<file path="src/rtl/rv32i_prefetch_unit.sv">
// RV32I instruction prefetcher: issues sequential AXI4 reads under a credit limit,
// buffers responses in a show-ahead FIFO and discards responses made stale by redirects.
`ifndef AXI_ADDR_WIDTH
`define AXI_ADDR_WIDTH 32
`endif
`ifndef AXI_PROT_WIDTH
`define AXI_PROT_WIDTH 3
`endif
`ifndef AXI_DATA_WIDTH
`define AXI_DATA_WIDTH 32
`endif
`ifndef AXI_RESP_WIDTH
`define AXI_RESP_WIDTH 2
`endif
`ifndef DATA_WIDTH
`define DATA_WIDTH 32
`endif
`ifndef INSTR_WIDTH
`define INSTR_WIDTH 32
`endif
`ifndef BOOT_ADDR
`define BOOT_ADDR 32'h0000_0000
`endif

module rv32i_prefetch_unit #(
    parameter int                      FIFO_DEPTH      = 4,
    parameter int                      MAX_OUTSTANDING = 2,
    parameter logic [`DATA_WIDTH-1:0]  RESET_PC        = `BOOT_ADDR
) (
    input  logic                        CLK,
    input  logic                        RSTn,
    output logic                        M_AXI_ARVALID,
    input  logic                        M_AXI_ARREADY,
    output logic [`AXI_ADDR_WIDTH-1:0]  M_AXI_ARADDR,
    output logic [`AXI_PROT_WIDTH-1:0]  M_AXI_ARPROT,
    input  logic                        M_AXI_RVALID,
    output logic                        M_AXI_RREADY,
    input  logic [`AXI_DATA_WIDTH-1:0]  M_AXI_RDATA,
    input  logic [`AXI_RESP_WIDTH-1:0]  M_AXI_RRESP,
    input  logic                        fetch_stall,
    input  logic                        redirect_valid,
    input  logic [`DATA_WIDTH-1:0]      redirect_pc,
    output logic                        instr_valid,
    input  logic                        instr_ready,
    output logic [`INSTR_WIDTH-1:0]     instr,
    output logic [`DATA_WIDTH-1:0]      instr_pc,
    output logic                        instr_fault
);

    localparam int PW = $clog2(FIFO_DEPTH);
    localparam int CW = PW + 1;
    localparam logic [CW-1:0] ZERO_C    = {CW{1'b0}};
    localparam logic [CW-1:0] ONE_C     = {{(CW-1){1'b0}}, 1'b1};
    localparam logic [CW-1:0] MAX_OUT_C = MAX_OUTSTANDING[CW-1:0];
    localparam logic [CW-1:0] FULL_C    = FIFO_DEPTH[CW-1:0];
    localparam logic [CW:0]   DEPTH_C   = FIFO_DEPTH[CW:0];
    localparam logic [PW-1:0] PTR_ONE_C = {{(PW-1){1'b0}}, 1'b1};

    function automatic logic [31:0] pc_step(input logic [31:0] pc);
        return pc + 32'd4;
    endfunction

    logic                  arvalid_r;
    logic [31:0]           araddr_r;
    logic                  ar_stale_r;
    logic [31:0]           fetch_pc_r;
    logic [31:0]           resp_pc_r;
    logic [CW-1:0]         outstanding_r;
    logic [CW-1:0]         stale_cnt_r;
    logic [CW-1:0]         count_r;
    logic [PW-1:0]         wr_ptr_r;
    logic [PW-1:0]         rd_ptr_r;
    logic [31:0]           mem_data_r  [FIFO_DEPTH];
    logic [31:0]           mem_pc_r    [FIFO_DEPTH];
    logic                  mem_fault_r [FIFO_DEPTH];

    logic                  ar_fire_s;
    logic                  ar_hold_s;
    logic                  r_take_s;
    logic                  r_stale_s;
    logic                  push_s;
    logic                  push_ok_s;
    logic                  pop_s;
    logic                  stale_inc_s;
    logic                  stale_dec_s;
    logic                  issue_s;
    logic [31:0]           redir_pc_s;
    logic [CW-1:0]         out_next_s;
    logic [CW-1:0]         count_next_s;
    logic [CW-1:0]         stale_next_s;
    logic [31:0]           fetch_pc_next_s;
    logic                  arvalid_next_s;
    logic [31:0]           araddr_next_s;
    logic                  ar_stale_next_s;

    assign ar_fire_s   = arvalid_r & M_AXI_ARREADY;
    assign ar_hold_s   = arvalid_r & ~M_AXI_ARREADY;
    assign r_take_s    = M_AXI_RVALID & (outstanding_r != ZERO_C);
    // Stale responses always precede fresh ones because AXI returns reads in order.
    assign r_stale_s   = redirect_valid | (stale_cnt_r != ZERO_C);
    assign push_s      = r_take_s & ~r_stale_s;
    assign pop_s       = (count_r != ZERO_C) & instr_ready & ~redirect_valid;
    assign push_ok_s   = push_s & ((count_r != FULL_C) | pop_s);
    assign stale_inc_s = ar_fire_s & ar_stale_r;
    assign stale_dec_s = r_take_s & (stale_cnt_r != ZERO_C);
    assign redir_pc_s  = redirect_pc & 32'hFFFF_FFFC;

    // Next-state for credit counters, fetch address and the AR channel.
    always_comb begin
        out_next_s      = outstanding_r;
        count_next_s    = count_r;
        stale_next_s    = stale_cnt_r;
        fetch_pc_next_s = fetch_pc_r;
        arvalid_next_s  = 1'b0;
        araddr_next_s   = araddr_r;
        ar_stale_next_s = ar_stale_r;
        issue_s         = 1'b0;

        if (ar_fire_s && !r_take_s) begin
            out_next_s = outstanding_r + ONE_C;
        end else if (!ar_fire_s && r_take_s) begin
            out_next_s = outstanding_r - ONE_C;
        end else begin
            out_next_s = outstanding_r;
        end

        if (redirect_valid) begin
            count_next_s = ZERO_C;
        end else if (push_ok_s && !pop_s) begin
            count_next_s = count_r + ONE_C;
        end else if (!push_ok_s && pop_s) begin
            count_next_s = count_r - ONE_C;
        end else begin
            count_next_s = count_r;
        end

        if (redirect_valid) begin
            stale_next_s = out_next_s;
        end else if (stale_inc_s && !stale_dec_s) begin
            stale_next_s = stale_cnt_r + ONE_C;
        end else if (!stale_inc_s && stale_dec_s) begin
            stale_next_s = stale_cnt_r - ONE_C;
        end else begin
            stale_next_s = stale_cnt_r;
        end

        if (redirect_valid) begin
            fetch_pc_next_s = redir_pc_s;
        end else if (ar_fire_s && !ar_stale_r) begin
            fetch_pc_next_s = pc_step(fetch_pc_r);
        end else begin
            fetch_pc_next_s = fetch_pc_r;
        end

        // A held AR at redirect time is still owed to the slave; mark it stale.
        if (ar_hold_s && redirect_valid) begin
            ar_stale_next_s = 1'b1;
        end else if (ar_fire_s) begin
            ar_stale_next_s = 1'b0;
        end else begin
            ar_stale_next_s = ar_stale_r;
        end

        issue_s = !fetch_stall && !redirect_valid && (out_next_s < MAX_OUT_C) &&
                  (({1'b0, count_next_s} + {1'b0, out_next_s}) < DEPTH_C);

        if (ar_hold_s) begin
            arvalid_next_s = 1'b1;
            araddr_next_s  = araddr_r;
        end else if (issue_s) begin
            arvalid_next_s = 1'b1;
            araddr_next_s  = fetch_pc_next_s;
        end else begin
            arvalid_next_s = 1'b0;
            araddr_next_s  = araddr_r;
        end
    end

    // Control and credit state registers.
    always_ff @(posedge CLK or negedge RSTn) begin
        if (!RSTn) begin
            arvalid_r     <= 1'b0;
            araddr_r      <= RESET_PC;
            ar_stale_r    <= 1'b0;
            fetch_pc_r    <= RESET_PC;
            resp_pc_r     <= RESET_PC;
            outstanding_r <= ZERO_C;
            stale_cnt_r   <= ZERO_C;
            count_r       <= ZERO_C;
        end else begin
            arvalid_r     <= arvalid_next_s;
            araddr_r      <= araddr_next_s;
            ar_stale_r    <= ar_stale_next_s;
            fetch_pc_r    <= fetch_pc_next_s;
            outstanding_r <= out_next_s;
            stale_cnt_r   <= stale_next_s;
            count_r       <= count_next_s;
            if (redirect_valid) begin
                resp_pc_r <= redir_pc_s;
            end else if (push_s) begin
                resp_pc_r <= pc_step(resp_pc_r);
            end else begin
                resp_pc_r <= resp_pc_r;
            end
        end
    end

    // Instruction buffer storage and pointers; a redirect flushes it.
    always_ff @(posedge CLK or negedge RSTn) begin
        if (!RSTn) begin
            wr_ptr_r <= {PW{1'b0}};
            rd_ptr_r <= {PW{1'b0}};
            for (int i = 0; i < FIFO_DEPTH; i++) begin
                mem_data_r[i]  <= 32'h0000_0000;
                mem_pc_r[i]    <= 32'h0000_0000;
                mem_fault_r[i] <= 1'b0;
            end
        end else if (redirect_valid) begin
            wr_ptr_r <= {PW{1'b0}};
            rd_ptr_r <= {PW{1'b0}};
        end else begin
            if (push_ok_s) begin
                mem_data_r[wr_ptr_r]  <= M_AXI_RDATA;
                mem_pc_r[wr_ptr_r]    <= resp_pc_r;
                mem_fault_r[wr_ptr_r] <= (M_AXI_RRESP != 2'b00);
                wr_ptr_r              <= wr_ptr_r + PTR_ONE_C;
            end
            if (pop_s) begin
                rd_ptr_r <= rd_ptr_r + PTR_ONE_C;
            end
        end
    end

    assign M_AXI_ARVALID = arvalid_r;
    assign M_AXI_ARADDR  = araddr_r;
    assign M_AXI_ARPROT  = 3'b100;
    assign M_AXI_RREADY  = 1'b1;
    assign instr_valid   = (count_r != ZERO_C);
    assign instr         = mem_data_r[rd_ptr_r];
    assign instr_pc      = mem_pc_r[rd_ptr_r];
    assign instr_fault   = mem_fault_r[rd_ptr_r];

endmodule

</file>
<file path="config.mk">
export PLATFORM = sky130hd
export DESIGN_NAME = rv32i_prefetch_unit
export DESIGN_NICKNAME = d
export VERILOG_FILES = /design/src/rtl/rv32i_prefetch_unit.sv
export SDC_FILE = /design/constraint.sdc
export NUM_CORES = 1
export LEC_CHECK = 0
export CAP_MARGIN = 5
export CORE_MARGIN = 5
export CORE_UTILIZATION = 45
export CTS_CLUSTER_SIZE = 16
export DETAILED_ROUTE_END_ITERATION = 6
export GPL_TIMING_DRIVEN = 0
export HOLD_SLACK_MARGIN = 0.1
export PLACE_DENSITY_LB_ADDON = 0.1
export SYNTH_ARGS = -nofsm -noshare
export SYNTH_HDL_FRONTEND = slang
export SYNTH_SLANG_ARGS = --single-unit
</file>
<file path="constraint.sdc">
create_clock -name CLK -period 4.7 [get_ports CLK]
set_input_delay 0.94 -clock CLK [delete_from_list [all_inputs] [get_ports CLK]]
set_output_delay 0.94 -clock CLK [all_outputs]
set_load 0.1 [all_outputs]
</file>
# == Word level (Yosys, flattened, before mapping) ==
# Cells that the tools add are included.
# totals
register_bits,371
latch_bits,0
ram_bits,0
romBits,0
inputBits,73
mem_count,0
# classes
addsub,11
mul,0
div,0
order_cmp,5
eq_ne,1
n_shift,0
n_mux,36
n_bitwise,17
reduce_logical,32
# ops
cell,n
32-bit 2-to-1 mux,9
128-bit bitwise mux,2
32-bit binary-select mux with 2-bit select,2
32-bit by 3-bit adder with 32-bit output (second input constant),2
32-bit demux with 2-bit select,1
3-bit 2-to-1 mux,8
1-bit logical AND,12
3-bit nonzero test,4
2-bit nonzero test,5
3-bit by 1-bit adder with 3-bit output (second input constant),3
1-bit AND,9
1-bit logical NOT,9
3-bit by 1-bit subtractor with 3-bit output (second input constant),3
2-bit 2-to-1 mux,4
1-bit 2-to-1 mux,7
3-bit >= comparator (second input constant),2
2-bit inverter with 3-bit output,2
2-bit by 1-bit adder with 2-bit output (second input constant),2
3-bit by 3-bit adder with 4-bit output,1
4-bit bitwise mux,1
4-bit by 3-bit < comparator with 1-bit output (second input constant),1
1-bit inverter,4
2-bit AND reduction,2
3-bit by 1-bit < comparator with 1-bit output (second input constant),1
5 further kinds,6

# == Depth between registers and ports, before layout ==
# Gate-level depths: netlist of run 1.
# logic_depth
word_depth,15
ltp_mapped,16
mapped_depth_nobuf,14

# == Worst setup path before layout of run 1 ==
# Ideal clock, no wire load.
# synth_path
kind,register -> register
start,"register arvalid_r, in the netlist M_AXI_ARVALID"
end,"register araddr_r[10], in the netlist M_AXI_ARADDR[10]"
setup_ns,0.128
arrival_time_ns,4.055
setup_slack_ns,0.517
path_stages_with_launch,12
n_path_buf,2
period_less_slack_ns,4.183
path_cell_list,dfrtp_1 and2_1 buf_4 nand2_1 xnor2_1 o21ai_0 ha_1 or4_1 or3_1 nor4_4 buf_6 mux2_1
# synth_via
elab_chain_cells,9
word_cells_on_any_way,17
# synth_lines
element,line_no,text
from (decl),63,logic arvalid_r;
from (signal assigned),191,arvalid_r <= arvalid_next_s;
1-bit AND (*),96,assign ar_fire_s = arvalid_r & M_AXI_ARREADY;
1-bit logical NOT,121,end else if (!ar_fire_s && r_take_s) begin
1-bit logical AND,121,
3-bit 2-to-1 mux,121,
3-bit 2-to-1 mux (*),119,if (ar_fire_s && !r_take_s) begin
named net out_next_s[2],88,logic [CW-1:0] out_next_s;
3-bit by 3-bit adder with 4-bit output / 3-bit by 2-bit < comparator with 1-bit output (equally long branches),"165, 164",
4-bit by 3-bit < comparator with 1-bit output / 1-bit logical AND (equally long branches),"165, 164",
1-bit logical AND (*),164,issue_s = !fetch_stall && !redirect_valid && (out_next_s < MAX_OUT_C) &&
2-bit AND reduction (no line) (*),--,
to (signal assigned),192,araddr_r <= araddr_next_s;
to (decl),64,logic [31:0] araddr_r;
# The timed path passes the listed nets; every way through them passes the cells marked *.
# A chain may end at the register's enable or synchronous reset.

# == Worst setup path after layout of run 1 ==
# layout_path
start,register rd_ptr_r[0]
end,output instr[15]
# layout_via
elab_chain_cells,4
# layout_lines
element,line_no,text
from (decl),72,logic [PW-1:0] rd_ptr_r;
from (signal assigned),212,rd_ptr_r <= {PW{1'b0}};
from (signal assigned),220,rd_ptr_r <= {PW{1'b0}};
from (signal assigned),229,rd_ptr_r <= rd_ptr_r + PTR_ONE_C;
2-bit inverter with 3-bit output (implied by the code),239,assign instr = mem_data_r[rd_ptr_r];
32-bit binary-select mux with 2-bit select,239,
32-bit 2-to-1 mux (implied by the code) (2 in a row),239,
to (decl),45,"output logic [`INSTR_WIDTH-1:0] instr,"
# No other way between the ends. The select of a mux whose other input is x is not followed.

==> results_dict.tcl, run 1 <==
set metrics [dict create \
    clk_pin_slew_ns 0.06 \
    max_stage_delay_ns 0.98 \
    leakagePower_uw 0.00955 \
    first_pass_iters 4 \
    crit_fanout 10 \
    max_freq_mhz 221 \
    power-per-cell-area_nw_per_um2 677 \
    finalWirelength_um 38800 \
    slew_headroom_pct 27.8 \
    hold_violations 0 \
    clock-sinks 361 \
    setup_slack_ns 0.176 \
    numCtsBuffers 40 \
    mostFrequentLayoutCells "dfrtp_1 (361), mux2_2 (247), clkdlybuf4s50_1 (120)" \
    start_util_pct 45.4 \
    start_kind "register" \
    post-route-min-period_ns 4.52 \
    synth_cells 1200 \
    tightest_slew_ns 1.09 \
    drtIter0Drc 328 \
    coreArea_um2 36400 \
    crit_type "reg2out" \
    gp_congestion 0.785 \
    wl_per_cell_um 20.2 \
    synth_edf_count 0 \
    mostFrequentLayoutCell "dfrtp_1" \
    netlist_area_um2 16500 \
    root_buffer "clkbuf_16" \
    slowest_stage "clkdlybuf4s50_1" \
    hold_buffers 0 \
    setup_viol 0 \
    die_w_um 202 \
    via_per_inst 5.33 \
    finalSetupTns_ns 0 \
    hp-class "in2async" \
    cts_tree "built" \
    worst-endpoint-arrival_ns 3.58 \
    portBuffers 167 \
    grt_pass1_wl_um 62900 \
    drive_gt1_share_pct 29.1 \
    dpl_cell_area_um2 18900 \
    ios 176 \
    synth_cell_types 53 \
    startpoint "rd_ptr_r[0]" \
    rsz0062_at_grt "no" \
    yosysWarnings 0 \
    cts_max_level 2 \
    seq_area_frac_synth_pct 54.6 \
    synth_ff_type "dfrtp_1" \
    cp_cell_sequence "clkdlybuf4s15_1, clkdlybuf4s15_2, mux4_2, clkdlybuf4s50_1" \
    drc 0 \
    slew_violations 0 \
    ir_worst_vdd_mv 0.586 \
    grt_max_degree 119 \
    final_nets 1506 \
    cts_buffer_depth 3 \
    first_global_vias 11000 \
    synth_seq_cells 361 \
    final_cell_area_um2 20400 \
    rows 70 \
    p_total_uw 13800 \
    cp_top_family "buffers and inverters" \
    die_area_um2 40700 \
    via_count 10200 \
    area_growth_pct 23.1 \
    critPathCaptureType "primary output" \
    die_h_um 202 \
    timing.final.crit_share_pct 96.3 \
    grt_overflow_total 0 \
    ant_nets 0 \
    synth_area_per_cell_um2 13.8 \
    place_ws_ns -1.13 \
    crit_buf_inv 3 \
    worstPathRequired_ns 3.76 \
    outcome "completed" \
    clock_latency_ns 0.54 \
    globalRouteTotalUtil_pct 19.3 \
    async_reset_ff_share_pct 100 \
    place_hpwl_um 27000 \
    cap_violations 0 \
    skew_ns 0.0146 \
    antenna_found_initial 0 \
    reg2reg_from "outstanding_r[0]" \
]
## Yosys cell counts (13+ instances only)
| library cell | number | share of area (%) |
|---|---|---|
| mux4_2 | 63 | 8.6 |
| nor2_1 | 31 | 0.70 |
| buf_1 | 30 | 0.68 |
| mux2_2 | 247 | 17 |
| mux2_4 | 16 | 1.5 |
| o21ai_0 | 41 | 1.2 |
| ha_1 | 14 | 1.1 |
| nand3_1 | 28 | 0.85 |
| xnor2_1 | 32 | 1.7 |
| mux2i_1 | 15 | 0.91 |
| nand4_1 | 13 | 0.49 |
| nor3_1 | 29 | 0.88 |
| mux2_1 | 13 | 0.89 |
| a21oi_1 | 24 | 0.73 |
| inv_1 | 29 | 0.66 |
| xor2_1 | 19 | 1.0 |
| dfrtp_1 | 361 | 55 |
| nand2_1 | 69 | 1.6 |
| clkbuf_1 | 31 | 0.70 |
## layer usage
| metal | GRT usage [%] | vias up | share of wire [%] |
|---|---|---|---|
| met1 | 26.8 | 5184 | 46 |
| met4 | 4.32 | 0 | 1.9 |
| met2 | 32.3 | 197 | 48 |
| met5 | 0 | - | 0 |
| li1 | - | 4774 | - |
| met3 | 3.26 | 53 | 3.8 |
## worst reg2reg max path: stages, from the launching register on
cell      delay (ns)
dfrtp_1         0.35
inv_1           0.06
ha_1            0.20
ha_1            0.18
nand2b_1        0.24
nor3_1          0.28
buf_2           0.28
and3_1          0.20
o21bai_1        0.08
a21oi_1         0.29
ha_1            0.29
or4_1           0.49
or3_1           0.38
nor4_4          0.14
buf_4           0.20
buf_6           0.20
mux2_1          0.34
## stage by stage
stage          hold WS [ns]  instances  utilization [%]
2_1_floorplan         0.445       1204                -
3_3_place_gp          0.458       1839             51.6
3_5_place_dp          0.467       1842             51.9
4_1_cts               0.287       1911             55.5
5_1_grt               0.306       1914             55.9
6_report              0.306       1915             55.9
## logic make-up after synthesis
group / synth area share [%]
simple gates: 6.64
fa+ha+maj: 1.18
buf+inv: 2.75
flops: 54.6
other cells: 0.0454
xor+xnor: 2.84
compound gates: 3.28
mux: 28.6
## final cells by class
class	count	area, um2
inverter	29	109
clock inverter	7	71.3
tap	468	586
clock buffer	63	1230
fill	3153	16100
antenna	1	2.50
multi-input combinational	737	7060
sequential	361	9030
timing repair buffer	173	1870
buffer	76	388
## power by group
| part | leakage, uW | total (uW) | switching (uW) | internal, uW |
|---|---|---|---|---|
| clock | 0.000643 | 3070 | 1220 | 1850 |
| sequential | 0.00470 | 4040 | 351 | 3690 |
| combinational | 0.00420 | 6670 | 4730 | 1940 |
## worst paths after layout
| kind | to | cells past startpoint | slack [ns] |
|---|---|---|---|
| worst min register to register | mem_pc_r[56] | 2 | 0.48 |
| worst max register to register | M_AXI_ARADDR[11] | 16 | 0.40 |
| min in group CLK | mem_pc_r[56] | 2 | 0.48 |
| worst min-delay path | mem_data_r[7] | 1 | 0.31 |
| max in group asynchronous | mem_pc_r[29] | 2 | 3.47 |
| worst max-delay path | instr[15] | 4 | 0.18 |
## flip-flops by register name, indices dropped and copies added, names as in the netlist
signal	cells
count_r	3
M_AXI_ARVALID	1
fetch_pc_r	32
M_AXI_ARADDR	32
wr_ptr_r	2
mem_fault_r	4
resp_pc_r	30
ar_stale_r	1
mem_pc_r	120
mem_data_r	128
rd_ptr_r	2
stale_cnt_r	3
outstanding_r	3
## what timing repair did
item	4_1_cts	5_1_grt
pin swaps	0	1
gates resized for setup	19	41
endpoints found under the setup margin	80	67
buffers inserted	0	3
gates cloned	0	0
Power figures use the tool's default switching activity.
==> inputs of run 2 (changes only) <==
--- a/config.mk
+++ b/config.mk
@@ -6,8 +6,10 @@
 export NUM_CORES = 1
 export LEC_CHECK = 0
 export CAP_MARGIN = 5
+export CELL_PAD_IN_SITES_DETAIL_PLACEMENT = 2
+export CELL_PAD_IN_SITES_GLOBAL_PLACEMENT = 2
 export CORE_MARGIN = 5
-export CORE_UTILIZATION = 45
+export CORE_UTILIZATION = 40
 export CTS_CLUSTER_SIZE = 16
 export DETAILED_ROUTE_END_ITERATION = 6
 export GPL_TIMING_DRIVEN = 0
==> run 2 against run 1 <==
Effect of this change:
- routed wire length is 21% higher
- flip-flop and latch count stayed put
- critical path depth stayed put
- sequential share of layout area is 0.33 points lower
- maximum frequency is 0.75% lower
- power is 4.0% higher
- sequential power is 1% higher
- core utilization is 5.6 points lower
- via count is 4.3% higher
- clock-buffer cell count stayed put
- first-iteration DRC count is 18% higher
- combinational power is 2% higher
==> results_dict.tcl, run 2 (synthesized netlist as in run 1, its figures left out) <==
set metrics [dict create \
    outcome "completed" \
    crit_type "reg2out" \
    start_kind "register" \
    drc 0 \
    cts_tree "built" \
    multi_input_area_um2 7070 \
    antenna_found_initial 0 \
    r2r-end "M_AXI_ARADDR[11]" \
    die_h_um 213 \
    clock_latency_ns 0.57 \
    setup_slack_ns 0.141 \
    numCtsBuffers 42 \
    skew_ns 0.0124 \
    globalRouteTotalUtil_pct 20.8 \
    worstPathRequired_ns 3.76 \
    critPathCaptureType "primary output" \
    cap_violations 0 \
    tightest_slew_ns 1.11 \
    grt_pass1_wl_um 73700 \
    max_freq_mhz 219 \
    ios 176 \
    slew_headroom_pct 25.5 \
    area_growth_pct 24.0 \
    hold_buffers 0 \
    fillers 3902 \
    grt_max_degree 118 \
    clk_pin_slew_ns 0.06 \
    gp_congestion 0.743 \
    drtIter0Drc 388 \
    die_w_um 213 \
    ir_worst_vdd_mv 0.532 \
    first_pass_iters 4 \
    drive_gt1_share_pct 30.0 \
    place_ws_ns -1.52 \
    largest_register_ff_count 128 \
    leakagePower_uw 0.00914 \
    diodes 0 \
    die_area_um2 45500 \
    coreArea_um2 40800 \
    portBuffers 167 \
    rrSetupSlack_ns 0.30 \
    post-route-min-period_ns 4.56 \
    p_total_uw 14300 \
    start_util_pct 40.5 \
    reg.largest.list "mem_data_r x128, mem_pc_r x120" \
    place_inst 1906 \
    ant_nets 0 \
    wl_per_cell_um 23.6 \
    final_nets 1507 \
    finalWirelength_um 46900 \
    hp-class "in2async" \
    ff_latch_area_um2 9030 \
    ff2ff_path_depth 17 \
    timing.final.crit_share_pct 97.0 \
    place_hpwl_um 32500 \
    mostFrequentLayoutCell "dfrtp_1" \
    reg2reg_from "outstanding_r[1]" \
    hold_violations 0 \
    mostFrequentLayoutCells "dfrtp_1 (361), mux2_2 (247), clkdlybuf4s50_1 (165)" \
    cts_max_level 2 \
    first_global_vias 12600 \
    slew_violations 0 \
    finalSetupTns_ns 0 \
    rows 74 \
    cts_buffer_depth 3 \
    rsz0062_at_grt "no" \
    crit_fanout 10 \
    clock-sinks 361 \
    root_buffer "clkbuf_16" \
    via_per_inst 5.37 \
    worst-endpoint-arrival_ns 3.62 \
    power-per-cell-area_nw_per_um2 699 \
    via_count 10700 \
    setup_viol 0 \
    fin_cells 1984 \
    largest-register "mem_data_r" \
    grt_overflow_total 0 \
    whs_ns 0.326 \
]
[run 2: how the worst max path moves through the flow]
| stage | from | endpoint | slack (ns) | cells past startpoint |
|---|---|---|---|---|
| 6_report | rd_ptr_r[1] | instr_pc[6] | 0.14 | 4 |
| 4_1_cts | rd_ptr_r[1] | instr_pc[18] | 0.03 | 4 |
| 3_5_place_dp | redirect_valid | M_AXI_ARADDR[11] | -1.52 | 11 |
| 2_1_floorplan | M_AXI_ARVALID | M_AXI_ARADDR[10] | 0.52 | 11 |
| 5_1_grt | rd_ptr_r[1] | instr_pc[5] | 0.01 | 4 |
| 3_3_place_gp | RSTn | resp_pc_r[11] | -13.83 | 1 |
[run 2: timing repair]
action                                  CTS  global route
gates resized for setup                  13             2
endpoints found under the setup margin   80            27
endpoints found under the hold margin     0             0
buffers inserted                          2             0
pin swaps                                 1             0
[run 2: power breakdown]
part / switching [uW] / leakage [uW] / internal (uW)
combinational: 4840 / 0.00371 / 1990
clock: 1350 / 0.000732 / 2080
sequential: 382 / 0.00470 / 3690
[run 2: stage by stage]
| step | cell area, um2 | util [%] |
|---|---|---|
| after detailed placement | 19000 | 46.5 |
| after global placement | 18900 | 46.3 |
| after CTS | 20500 | 50.2 |
| after floorplan | 16600 | - |
| after global routing | 20500 | 50.2 |
| final | 20500 | 50.2 |
[run 2: layout make-up]
type	instances	share of cell area [%]
multi-input cells	737	34.5
plain buffers	76	1.87
flip-flops and latches	361	44.1
clock inverters	14	0.812
clock buffers	63	6.35
inverters	29	0.531
repair buffers	172	8.66
well taps	532	3.25
[run 2: critical path, stage by stage (launching register included)]
cell and delay, ns:
dfrtp_1 0.32, clkbuf_1 0.54, clkbuf_1 0.63, mux4_2 0.35, clkdlybuf4s50_1 1.18
[run 2: layer usage]
layer	routed length, um	vias to the layer above	global-route usage (%)
li1	-	4761	-
met1	19800	5653	26.1
met2	24300	177	37.5
met3	1660	59	3.38
met4	1090	0	6.01
met5	0	-	0
